===== config.mk =====
export PLATFORM = sky130hd
export DESIGN_NAME = dmem_arbiter
export DESIGN_NICKNAME = d
export VERILOG_FILES = /design/src/rtl/dmem_pkg.sv /design/src/rtl/dmem_lane_align.sv /design/src/rtl/dmem_arbiter.sv
export SDC_FILE = /design/constraint.sdc
export NUM_CORES = 1
export LEC_CHECK = 0
export BUFFER_PORTS_ARGS = -buffer_cell sky130_fd_sc_hd__clkbuf_2
export CORE_MARGIN = 1
export CORE_UTILIZATION = 45
export DETAILED_ROUTE_END_ITERATION = 10
export PLACE_DENSITY = 0.75
export SYNTH_ARGS = -nofsm -noshare
export SYNTH_HDL_FRONTEND = slang
export SYNTH_SLANG_ARGS = --single-unit

===== constraint.sdc =====
create_clock -name clk -period 5.4 [get_ports clk]
set_clock_uncertainty 0.2 [all_clocks]
set_input_delay 0 -clock clk [delete_from_list [all_inputs] [get_ports clk]]
set_output_delay 0 -clock clk [all_outputs]
set_load 0.05 [all_outputs]

===== src/rtl/dmem_pkg.sv =====
// Shared encodings for the data-memory arbiter: access sizes, FSM states and
// the request legality check used at grant time.
package dmem_pkg;

    localparam logic [1:0] SIZE_B   = 2'b00;
    localparam logic [1:0] SIZE_H   = 2'b01;
    localparam logic [1:0] SIZE_W   = 2'b10;
    localparam logic [1:0] SIZE_RSV = 2'b11;

    typedef enum logic [1:0] {
        ST_IDLE = 2'd0,
        ST_RD   = 2'd1,
        ST_WR   = 2'd2,
        ST_RESP = 2'd3
    } state_t;

    // Reserved size or a misaligned half/word; the range check lives in the top.
    function automatic logic size_align_err(input logic [1:0] size, input logic [1:0] off);
        logic bad;
        bad = 1'b0;
        case (size)
            SIZE_H:   bad = off[0];
            SIZE_W:   bad = |off;
            SIZE_RSV: bad = 1'b1;
            default:  bad = 1'b0;
        endcase
        return bad;
    endfunction

endpackage


===== src/rtl/dmem_lane_align.sv =====
// Byte-lane steering between the memory port and requesters: extracts and
// extends load values, and merges sub-word store data into a read word.
module dmem_lane_align
    import dmem_pkg::*;
(
    input  logic [31:0] i_mem_rd,
    input  logic [1:0]  i_offset,
    input  logic [1:0]  i_size,
    input  logic        i_signed,
    input  logic [15:0] i_wdata,
    output logic [31:0] o_load,
    output logic [31:0] o_merge
);

    logic [7:0] w_b [4];
    logic [7:0] w_m [4];
    logic [7:0] w_lo;
    logic [7:0] w_hi;

    // Memory read order is reversed: byte (base+k) sits in the top lanes first.
    always_comb begin
        for (int k = 0; k < 4; k++) begin
            w_b[k] = i_mem_rd[31 - 8 * k -: 8];
        end
    end

    always_comb begin
        w_lo = w_b[i_offset];
        w_hi = w_b[i_offset + 2'd1];
        case (i_size)
            SIZE_B:  o_load = {{24{i_signed & w_lo[7]}}, w_lo};
            SIZE_H:  o_load = {{16{i_signed & w_hi[7]}}, w_hi, w_lo};
            default: o_load = {w_b[3], w_b[2], w_b[1], w_b[0]};
        endcase
    end

    always_comb begin
        for (int k = 0; k < 4; k++) begin
            w_m[k] = w_b[k];
            if ((i_size == SIZE_B || i_size == SIZE_H) && 2'(k) == i_offset) begin
                w_m[k] = i_wdata[7:0];
            end
            if (i_size == SIZE_H && 2'(k) == i_offset + 2'd1) begin
                w_m[k] = i_wdata[15:8];
            end
        end
        o_merge = {w_m[3], w_m[2], w_m[1], w_m[0]};
    end

endmodule


===== src/rtl/dmem_arbiter.sv =====
// Two-requester round-robin arbiter and access sequencer for the single-port
// data memory; sub-word stores are done as read-modify-write.
module dmem_arbiter
    import dmem_pkg::*;
#(
    parameter int unsigned MEM_BYTES = 256
) (
    input  logic        clk,
    input  logic        rst_n,
    input  logic        m0_req,
    input  logic        m0_we,
    input  logic [1:0]  m0_size,
    input  logic        m0_signed,
    input  logic [31:0] m0_addr,
    input  logic [31:0] m0_wdata,
    output logic        m0_ack,
    output logic        m0_done,
    output logic        m0_err,
    output logic [31:0] m0_rdata,
    input  logic        m1_req,
    input  logic        m1_we,
    input  logic [1:0]  m1_size,
    input  logic        m1_signed,
    input  logic [31:0] m1_addr,
    input  logic [31:0] m1_wdata,
    output logic        m1_ack,
    output logic        m1_done,
    output logic        m1_err,
    output logic [31:0] m1_rdata,
    output logic [31:0] mem_addr,
    output logic [31:0] mem_wd,
    output logic        mem_we,
    input  logic [31:0] mem_rd,
    output logic [1:0]  o_dbg_state
);

    state_t      r_state;
    logic        r_rr_last;
    logic        r_owner;
    logic        r_we;
    logic        r_signed;
    logic [1:0]  r_size;
    logic [1:0]  r_off;
    logic [15:0] r_wdata;
    logic        r_done;
    logic        r_err;
    logic [31:0] r_rdata;
    logic [31:0] r_mem_addr;
    logic [31:0] r_mem_wd;
    logic        r_mem_we;

    logic        w_any;
    logic        w_grant;
    logic        w_ack;
    logic        w_we;
    logic        w_signed;
    logic        w_err;
    logic [1:0]  w_size;
    logic [31:0] w_addr;
    logic [31:0] w_wdata;
    logic [31:0] w_load;
    logic [31:0] w_merge;

    // Only one requester: it wins. Both: the one not granted last time.
    assign w_any   = m0_req | m1_req;
    assign w_grant = (m0_req && m1_req) ? ~r_rr_last : m1_req;
    assign w_ack   = rst_n && (r_state == ST_IDLE) && w_any;

    assign w_we     = w_grant ? m1_we     : m0_we;
    assign w_size   = w_grant ? m1_size   : m0_size;
    assign w_signed = w_grant ? m1_signed : m0_signed;
    assign w_addr   = w_grant ? m1_addr   : m0_addr;
    assign w_wdata  = w_grant ? m1_wdata  : m0_wdata;
    assign w_err    = size_align_err(w_size, w_addr[1:0]) || (w_addr >= 32'(MEM_BYTES));

    dmem_lane_align u_align (
        .i_mem_rd (mem_rd),
        .i_offset (r_off),
        .i_size   (r_size),
        .i_signed (r_signed),
        .i_wdata  (r_wdata),
        .o_load   (w_load),
        .o_merge  (w_merge)
    );

    always_ff @(posedge clk or negedge rst_n) begin
        if (!rst_n) begin
            r_state    <= ST_IDLE;
            r_rr_last  <= 1'b1;
            r_owner    <= 1'b0;
            r_we       <= 1'b0;
            r_signed   <= 1'b0;
            r_size     <= SIZE_B;
            r_off      <= 2'b00;
            r_wdata    <= '0;
            r_done     <= 1'b0;
            r_err      <= 1'b0;
            r_rdata    <= '0;
            r_mem_addr <= '0;
            r_mem_wd   <= '0;
            r_mem_we   <= 1'b0;
        end else begin
            r_done   <= 1'b0;
            r_mem_we <= 1'b0;
            case (r_state)
                ST_IDLE: begin
                    if (w_any) begin
                        r_rr_last <= w_grant;
                        r_owner   <= w_grant;
                        r_we      <= w_we;
                        r_signed  <= w_signed;
                        r_size    <= w_size;
                        r_off     <= w_addr[1:0];
                        r_wdata   <= w_wdata[15:0];
                        if (w_err) begin
                            r_err   <= 1'b1;
                            r_done  <= 1'b1;
                            r_state <= ST_RESP;
                        end else if (!w_we || w_size != SIZE_W) begin
                            r_mem_addr <= {w_addr[31:2], 2'b00};
                            r_state    <= ST_RD;
                        end else begin
                            r_mem_addr <= {w_addr[31:2], 2'b00};
                            r_mem_wd   <= w_wdata;
                            r_mem_we   <= 1'b1;
                            r_state    <= ST_WR;
                        end
                    end
                end
                ST_RD: begin
                    if (!r_we) begin
                        r_rdata    <= w_load;
                        r_done     <= 1'b1;
                        r_mem_addr <= '0;
                        r_state    <= ST_RESP;
                    end else begin
                        r_mem_wd <= w_merge;
                        r_mem_we <= 1'b1;
                        r_state  <= ST_WR;
                    end
                end
                ST_WR: begin
                    r_done     <= 1'b1;
                    r_mem_addr <= '0;
                    r_mem_wd   <= '0;
                    r_state    <= ST_RESP;
                end
                ST_RESP: begin
                    r_rdata <= '0;
                    r_err   <= 1'b0;
                    r_state <= ST_IDLE;
                end
                default: r_state <= ST_IDLE;
            endcase
        end
    end

    assign m0_ack   = w_ack & ~w_grant;
    assign m1_ack   = w_ack & w_grant;
    assign m0_done  = r_done & ~r_owner;
    assign m1_done  = r_done & r_owner;
    assign m0_err   = r_err & ~r_owner;
    assign m1_err   = r_err & r_owner;
    assign m0_rdata = r_owner ? 32'd0 : r_rdata;
    assign m1_rdata = r_owner ? r_rdata : 32'd0;

    assign mem_addr    = r_mem_addr;
    assign mem_wd      = r_mem_wd;
    assign mem_we      = r_mem_we;
    assign o_dbg_state = r_state;

endmodule


# Word level (Yosys, flattened, before mapping)

Index checks and enable logic that the tools add are counted.

Multiplexer cells: 52
Order comparisons: 3
Add/subtract/negate cells: 1
Eq/ne operators: 20
Reductions and logical operators: 28
Bitwise operators: 14

Operator list:

| operator                                                                             | number |
|---|---|
| 32-bit 2-to-1 mux                                                                    | 12 |
| 32-bit one-hot mux with 3 select lines                                               | 2 |
| 32-bit one-hot mux with 2 select lines                                               | 2 |
| 8-bit 2-to-1 mux                                                                     | 12 |
| 8-bit binary-select mux with 2-bit select                                            | 2 |
| 32-bit by 9-bit greater-or-equal comparator with 1-bit output, second input constant | 1 |
| 2-bit inequality test, second input constant                                         | 7 |
| 1-bit 2-to-1 mux                                                                     | 13 |
| 1-bit logical AND                                                                    | 11 |
| 1-bit bitwise AND                                                                    | 8 |
| 2-bit equality test, first input constant                                            | 4 |
| 2-bit equality test, second input constant                                           | 4 |
| 2-bit zero test                                                                      | 4 |
| 2-bit 2-to-1 mux                                                                     | 4 |
| 2-bit one-hot mux with 4 select lines                                                | 1 |
| 2-bit by 1-bit equality test with 1-bit output, second input constant                | 3 |
| 3-bit greater-or-equal comparator, second input constant                             | 2 |
| 2-bit inverter with 3-bit output                                                     | 2 |
| 1-bit one-hot mux with 3 select lines                                                | 2 |
| 5-bit AND reduction                                                                  | 1 |
| 1-bit by 2-bit equality test with 1-bit output, first input constant                 | 2 |
| 1-bit one-hot mux with 2 select lines                                                | 2 |
| 2-bit AND reduction                                                                  | 2 |
| 4-bit AND reduction                                                                  | 1 |
| other kinds (9)                                                                      | 14 |

Word-level logic and storage cells: 132
Output and inout bits: 137
Bits in registers: 125
Bits of input ports: 172

# Logic depth before layout (Yosys ltp)

Gate-level depths: netlist of run 1.

Word-level depth: 9
Gate-level depth with buffers: 12
Mapped depth without buffers: 8

# By module

A second synthesis of run 1 with hierarchy kept.

Cells, all modules: 853
Area total of the unflattened synthesis: 8254.2 sq um

Modules (own cells, without submodules):

| module          | times used | cells each | sequential area each (sq um) | area each (sq um) |
|---|---|---|---|---|
| dmem_arbiter    | 1          | 615        | 3079.2                       | 6652.6 |
| dmem_lane_align | 1          | 238        | 0.0                          | 1601.5 |

# Worst setup path before layout of run 1

No wires, ideal clock.

Path type: reg2out
From: register r_state[0] (netlist: o_dbg_state[0])
To: output m0_ack
Cell stages (with the launch flop): 7
Path slack: 2.373 ns
Arrival: 2.827 ns
Required time: 5.200 ns
Buffers on the path: 2
Cells stage by stage: dfrtp_1 inv_1 ha_1 o21ai_0 clkbuf_1 clkbuf_1 nor3b_1

Word-level cells in the longest chain between the ends: 4

RTL lines:

| item                            | line                | text |
|---|---|---|
| from (decl)                     | dmem_arbiter.sv:37  | `state_t r_state;` |
| from (signal assigned)          | dmem_arbiter.sv:88  | `r_state <= ST_IDLE;` |
| from (signal assigned)          | dmem_arbiter.sv:118 | `r_state <= ST_RESP;` |
| from (signal assigned)          | dmem_arbiter.sv:121 | `r_state <= ST_RD;` |
| 2-bit zero test                 | dmem_arbiter.sv:67  | `assign w_ack = rst_n && (r_state == ST_IDLE) && w_any;` |
| 1-bit logical AND (2 in series) | dmem_arbiter.sv:67  |  |
| 1-bit bitwise AND               | dmem_arbiter.sv:158 | `assign m0_ack = w_ack & ~w_grant;` |
| to (decl)                       | dmem_arbiter.sv:16  | `output logic m0_ack,` |

No other way between the ends.

# Final worst setup path of run 1

From: register r_rr_last
To: register r_mem_wd[28] (netlist: mem_wd[28])

Word-level cells in the longest chain between the ends: 8

RTL lines:

| item                                                                                                  | line                | text |
|---|---|---|
| from (decl)                                                                                           | dmem_arbiter.sv:38  | `logic r_rr_last;` |
| from (signal assigned)                                                                                | dmem_arbiter.sv:108 | `r_rr_last <= w_grant;` |
| 1-bit inverter *                                                                                      | dmem_arbiter.sv:66  | `assign w_grant = (m0_req && m1_req) ? ~r_rr_last : m1_req;` |
| 1-bit 2-to-1 mux *                                                                                    | dmem_arbiter.sv:66  |  |
| branches (longest 6 deep; another with 32-bit by 9-bit greater-or-equal comparator with 1-bit output) | --                  |  |
| to (signal assigned)                                                                                  | dmem_arbiter.sv:124 | `r_mem_wd <= w_wdata;` |
| to (signal assigned)                                                                                  | dmem_arbiter.sv:137 | `r_mem_wd <= w_merge;` |
| to (decl)                                                                                             | dmem_arbiter.sv:49  | `logic [31:0] r_mem_wd;` |

Every way passes the cells marked *. The select of a mux whose other input is x is not followed.
A chain may end at the register's enable or synchronous reset.

==> run metrics, run 1 <==
drt wl/cell 19.8 um; number of gates resized after cts 0; total number of cells along the worst setup path 7; core footprint 0.0168 mm^2; clk sinks approximately 120; final worst path period share 74.1%; mean number of vias per cell approximately 5.7; endpoint required time on the critical path 5.51 ns; critical path class reg2reg; clock insertion delay at the later pin of the skew report about 0.42 ns; global-route wire length before repair 45500 um; worst supply voltage drop on vdd 0.420 mV; CTS tree built; RSZ-0062 raised after global routing no; setup_tns 0 ns; DR DRC count 0; internal power between 0.003 and 0.004 W; clock transition at the registers of the reported paths 0.06 ns; total leakage power 5.79 nW; Worst Setup Slack, final 1.40 ns; arrival time of data at the critical path endpoint 4.11 ns; fraction of registers with async set or reset after synthesis 100%; port bufs between 300 and 400; worst hold path endpoint mem_we; number of diodes added for antenna fixing 0; main area contributors after synthesis dfrtp_1 39%, mux2i_1 13%, a22o_1 6.1%; Die Span X about 130 um; share of the synthesized area in the top cell type 38.9%; worst r2r src r_rr_last; cell family contributing the most delay on the critical path compound AO/OA/AOI/OAI gates; Final Slew Violations 0; sequential share of power between 20% and 30%; Mean Syn Cell Area 9.89 um^2; Synth area leader dfrtp_1; part of the Yosys area used for sequential elements approximately two fifths; power per cell area 617 mW/mm^2; First-pass DRT Iterations 6; routability congestion estimate from global placement 0.915; area delta synth->final 51.2%; Boundary Pins 309; commonest register cell after synthesis dfrtp_1; warnings from Yosys 0; worst hold-check path type in2reg; vias in the first global route 8358; number of stages on the worst hold path 6; post-synthesis cell area 0.00785 mm^2; peak fanout along the critical path 32; maximum number of pins on one net before global-route repair 70; total number of H-tree levels 4; cell at the root of the clock tree clkbuf_16; cell type of the slowest stage on the worst timing path a21oi_4; Setup crit start kind flop; Worst Max-Slew Pin Slew 1.17 ns; CP peak stage delay 0.93 ns; cell row count 47; die area 0.0180 mm^2; hold-fix buffers at CTS 180; number of enable flip-flop cells after synthesis 0; post-detailed-routing wire length slightly below 30000 um; Total GRT Usage 32.8%; post-detailed-placement half-perimeter wirelength between 15000 and 20000 um; relative slew slack 21.7%; Cells after DPL 1263; maximum clock insertion buffer count 2; tightest hold margin 0.0450 ns; combinational group share of total power 59.9%; Die Y 134 um; Finished Layout Cells roughly 1500; initial antenna violation count 0; first element of the critical path r_rr_last; Max-Cap Viols 0; hold_sp m1_addr[20]; Setup WS pre-CTS around 1.7 ns; vias after detailed routing around 8400; net count reported at finish around 1400; ordered list of cells on the worst path a21boi_4 -> nand3_1 -> o32ai_2 -> dlygate4sd3_1 -> nand3_2 -> a21oi_4 -> mux2_2; DR iter-0 viols about 900; P_sw around 0.0038 W; Crit. End Element flop; most frequent cells in the layout 305 x clkbuf_2, 179 x dlygate4sd3_1, 122 x dfrtp_1; buffer and inverter count on the worst path 1; proportion of layout cells with a drive suffix above 1 29.7%; upper clock frequency limit approximately 250 MHz; Sw Ratio 51.7%; endpoints failing setup 0; global route overflow 0; most common library cell in the layout ignoring fill and taps clkbuf_2; flop and latch count out of synthesis 123; Post-Syn Instances 794; Post-CTS Repair Setup Buffers 0; FF-to-FF setup slack 1.40 ns; time the worst path needs with I/O delays and setup 4.00 ns; result of the run finished, final reports clean; Starting Density 46.7%; part of the total power dissipated in the clock network between 10% and 20%; Critical R2R Capture mem_wd[28]; cts bufs inserted 17; residual antenna-violating net count after detailed routing 0; number of hold violations in the final report 0; worst reg2reg path depth 7; unique cell type count in the Yosys netlist 47
## logic make-up after synthesis
family	after synthesis	synth area share, %
AO/OA/AOI/OAI	186	17.7
adder cells (fa/ha/maj)	9	1.43
buffers and inverters	77	4.54
flip-flops	123	39.2
multiplexers	144	20.3
other	1	0.0478
AND/OR/NAND/NOR	254	16.7
## layer usage
layer,vias to the layer above,routed length (um),global-route usage [%]
met4,0,1420,17.4
li1,3831,-,-
met5,-,0,0
met1,3934,11700,41.8
met2,540,13500,52.2
met3,126,2530,7.26
## worst min-delay path, cell delays in order
cell and delay [ns]:
clkbuf_2 0.09, nor4_1 0.04, nand4_1 0.08, mux2i_1 0.16, nand3_2 0.15, o21ai_0 0.09
## synth_stat cells, drive strengths merged, types with 4 or more instances
cell type,number
dfrtp,122
mux2i,102
nand2,86
o21ai,65
a22o,55
clkbuf,42
nor2b,38
and2,36
mux2,33
o2111ai,32
nor3,31
buf,28
nand2b,24
nor4,12
nor2,11
ha,9
mux4,9
a32o,7
and3,7
a221oi,6
inv,6
a21oi,4
## sequential cells by signal (all words and copies together), names as in the netlist
signal       flops
mem_wd          32
r_rdata         32
mem_addr        30
r_wdata         16
o_dbg_state      2
r_off            2
r_size           2
mem_we           1
r_done           1
r_err            1
r_owner          1
r_rr_last        1
r_signed         1
r_we             1
## stage by stage
stage | power [W] | cell area (um^2) | util, %
detailed placement | 0.00584 | 9450 | 56.2
global route | 0.00770 | 11900 | 70.6
global placement | 0.00577 | 9450 | 56.2
finish | 0.00733 | 11900 | 70.6
CTS | 0.00721 | 11900 | 70.6
floorplan | 0.00491 | 7860 | -
## worst max-delay path by stage
stage | slack, ns | end
2_1_floorplan | 2.37 | m0_ack
3_3_place_gp | 1.80 | r_rdata[19]
3_5_place_dp | 1.70 | r_rdata[30]
4_1_cts | 1.46 | mem_wd[28]
5_1_grt | 1.30 | mem_wd[22]
6_report | 1.40 | mem_wd[28]
## cell type report
| cell class | count | area, um^2 |
|---|---|---|
| clock buffers | 19 | 443 |
| fillers | 1191 | 4950 |
| flip-flops and latches | 123 | 3080 |
| well taps | 220 | 275 |
| multi-input cells | 595 | 4450 |
| inverters | 7 | 26.3 |
| repair buffers | 498 | 3440 |
| clock inverters | 13 | 168 |
## power groups by stage
stage                     Sequential (W)  Clock (W)  Combinational, W
final                            0.00175    0.00119           0.00439
after global routing             0.00179    0.00124           0.00467
after CTS                        0.00172    0.00120           0.00429
after detailed placement         0.00173          0           0.00411
after global placement           0.00173          0           0.00404
after floorplan                  0.00226          0           0.00265
(Power assumes the default switching activity.)
==> run 2, diff against run 1 <==
Settings changed: PLACE_DENSITY 0.75 to 0.78.
Clock period 5.4 ns to 3.4 ns, I/O delays scaled along.
==> run 2 against run 1 <==
  * Register-to-register slack got worse by 1.2 ns
  * Sequential cell count stayed put
  * Largest power group unchanged
  * Die area unchanged
  * Non-clock buffer count up 10
  * Via count grew 3.2%
  * Maximum frequency is 25% higher
  * Clock-buffer cell count fell by 1
  * Wire length rose by 0.34%
  * Clock power up 61%
  * Sequential power grew 57%
==> run metrics, run 2 (synthesis results as in run 1) <==
result of the run finished, final reports clean; clock insertion delay at the later pin of the skew report 0.42 ns (about the same); global route overflow 0 (unchanged); P_sw 0.00604 W (+59%); Worst Max-Slew Pin Slew 1.11 ns (-0.0585 ns); maximum number of pins on one net before global-route repair 94 (+34%); net count reported at finish 1433 (+0.70%); relative slew slack 25.5% (+3.8 points); endpoints failing setup 0 (unchanged); Boundary Pins 309 (unchanged); RSZ-0062 raised after global routing no; final worst path period share 93.8% (+20 points); worst supply voltage drop on vdd 0.665 mV (+58%); area delta synth->final 52.7%; Total Power Consumption 0.0118 W (+61%); vias after detailed routing 8697 (+3.2%); Total GRT Usage 33.0% (+0.24 points); Die Span X 134 um (unchanged); DR iter-0 viols 863 (-4.3%); fillcell total 1151 (-3.4%); power per cell area 987 mW/mm^2 (+60%); die area 0.0180 mm^2 (unchanged); Setup crit start kind flop; global-route wire length before repair 46000 um (+1.1%); peak fanout along the critical path 32 (unchanged); cts bufs inserted 17 (unchanged); upper clock frequency limit 314 MHz (+25%); core footprint 0.0168 mm^2 (unchanged); Max-Cap Viols 0 (unchanged); cell at the root of the clock tree clkbuf_16; mean number of vias per cell 5.86 (+2.5%); time the worst path needs with I/O delays and setup 3.19 ns (-0.810 ns); number of diodes added for antenna fixing 0 (unchanged); part of the total power dissipated in the clock network 16.3% (about the same); post-detailed-routing wire length 29300 um (+0.34%); vias in the first global route 8603 (+2.9%); port bufs 306 (unchanged); CTS tree built; Crit. End Element flop; sequential share of power 23.1% (-0.8 points); maximum clock insertion buffer count 2 (unchanged); initial antenna violation count 0 (unchanged); First-pass DRT Iterations 5 (-1); Final Slew Violations 0 (unchanged); internal power 0.00580 W (+64%); residual antenna-violating net count after detailed routing 0 (unchanged); total number of H-tree levels 4 (unchanged); Sw Ratio 51.0% (-0.69 points); clk sinks 123 (unchanged); most common library cell in the layout ignoring fill and taps clkbuf_2; cell row count 47 (unchanged); endpoint required time on the critical path 3.49 ns (-2.02 ns); Starting Density 46.7% (unchanged); setup_tns 0 ns (unchanged); critical path class reg2reg; number of hold violations in the final report 0 (unchanged); DR DRC count 0 (unchanged); drt wl/cell 19.8 um (-0.27%); combinational group share of total power 60.6% (+0.7 points); post-detailed-placement half-perimeter wirelength 18000 um (-1.9%); clock transition at the registers of the reported paths 0.06 ns (about the same); proportion of layout cells with a drive suffix above 1 30.1% (+0.34 points); tightest hold margin 0.244 ns (+0.199 ns); Die Y 134 um (unchanged); most frequent cells in the layout 305 x clkbuf_2, 181 x dlygate4sd3_1, 122 x dfrtp_1; routability congestion estimate from global placement 0.949 (+3.6%); total leakage power 5.84 nW (+0.93%); arrival time of data at the critical path endpoint 3.28 ns (-0.83 ns); worst hold-check path type in2reg
[run 2: final timing paths]
path                             start            to  slack, ns  depth (start not counted)
max                          r_rr_last    mem_wd[24]       0.21                          8
min                        m0_addr[23]         r_err       0.24                          7
max reg2reg                  r_rr_last    mem_wd[24]       0.21                          8
min reg2reg                  mem_wd[8]     mem_wd[8]       0.29                          1
max in group asynchronous        rst_n  mem_addr[22]       2.01                          4
min in group asynchronous        rst_n     r_rr_last       0.50                          3
[run 2: power groups by stage]
stage	clock (W)	sequential (W)	combinational, W
4_1_cts	0.00194	0.00269	0.00700
3_3_place_gp	0	0.00269	0.00655
3_5_place_dp	0	0.00270	0.00666
6_report	0.00192	0.00274	0.00717
2_1_floorplan	0	0.00358	0.00421
5_1_grt	0.00201	0.00280	0.00766
[run 2: area by class of cell]
cell class / instances / area, um^2 / share of cell area (%)
multi-input cells: 595 / 4450 / 37.1
well taps: 220 / 275 / 2.30
clock inverters: 13 / 194 / 1.62
repair buffers: 508 / 3540 / 29.5
flip-flops and latches: 123 / 3080 / 25.7
inverters: 7 / 26.3 / 0.219
clock buffers: 18 / 429 / 3.58
[run 2: timing repair]
action	in CTS	in global routing
hold buffers	182	0
hold endpoints to repair	243	0
resized for setup	0	0
setup buffers	0	0
[run 2: worst max-delay path: stages, from the launching register on]
cell,delay [ns]
dfstp_2,0.39
a21boi_4,0.48
nand4b_1,0.14
dlygate4sd3_1,0.58
o31ai_1,0.13
nand3_2,0.16
a21oi_4,0.17
buf_4,0.40
mux2_1,0.40
[run 2: per-layer routing]
| metal | wire, um | vias to the layer above | part of all wire [%] | global-route usage (%) |
|---|---|---|---|---|
| li1 | - | 3859 | - | - |
| met1 | 11400 | 4061 | 39 | 41.2 |
| met2 | 13700 | 616 | 47 | 52.9 |
| met3 | 2630 | 161 | 9.0 | 6.65 |
| met4 | 1640 | 0 | 5.6 | 20.1 |
| met5 | 0 | - | 0 | 0 |
[run 2: metrics by stage]
stage | setup WS [ns] | util (%) | area [um^2] | std cells
after floorplan | 0.373 | - | 7860 | 795
after global placement | 0.551 | 56.7 | 9540 | 1271
after detailed placement | 0.480 | 56.7 | 9540 | 1271
after CTS | 0.220 | 71.3 | 12000 | 1484
after global routing | 0.0672 | 71.3 | 12000 | 1484
final | 0.211 | 71.3 | 12000 | 1484
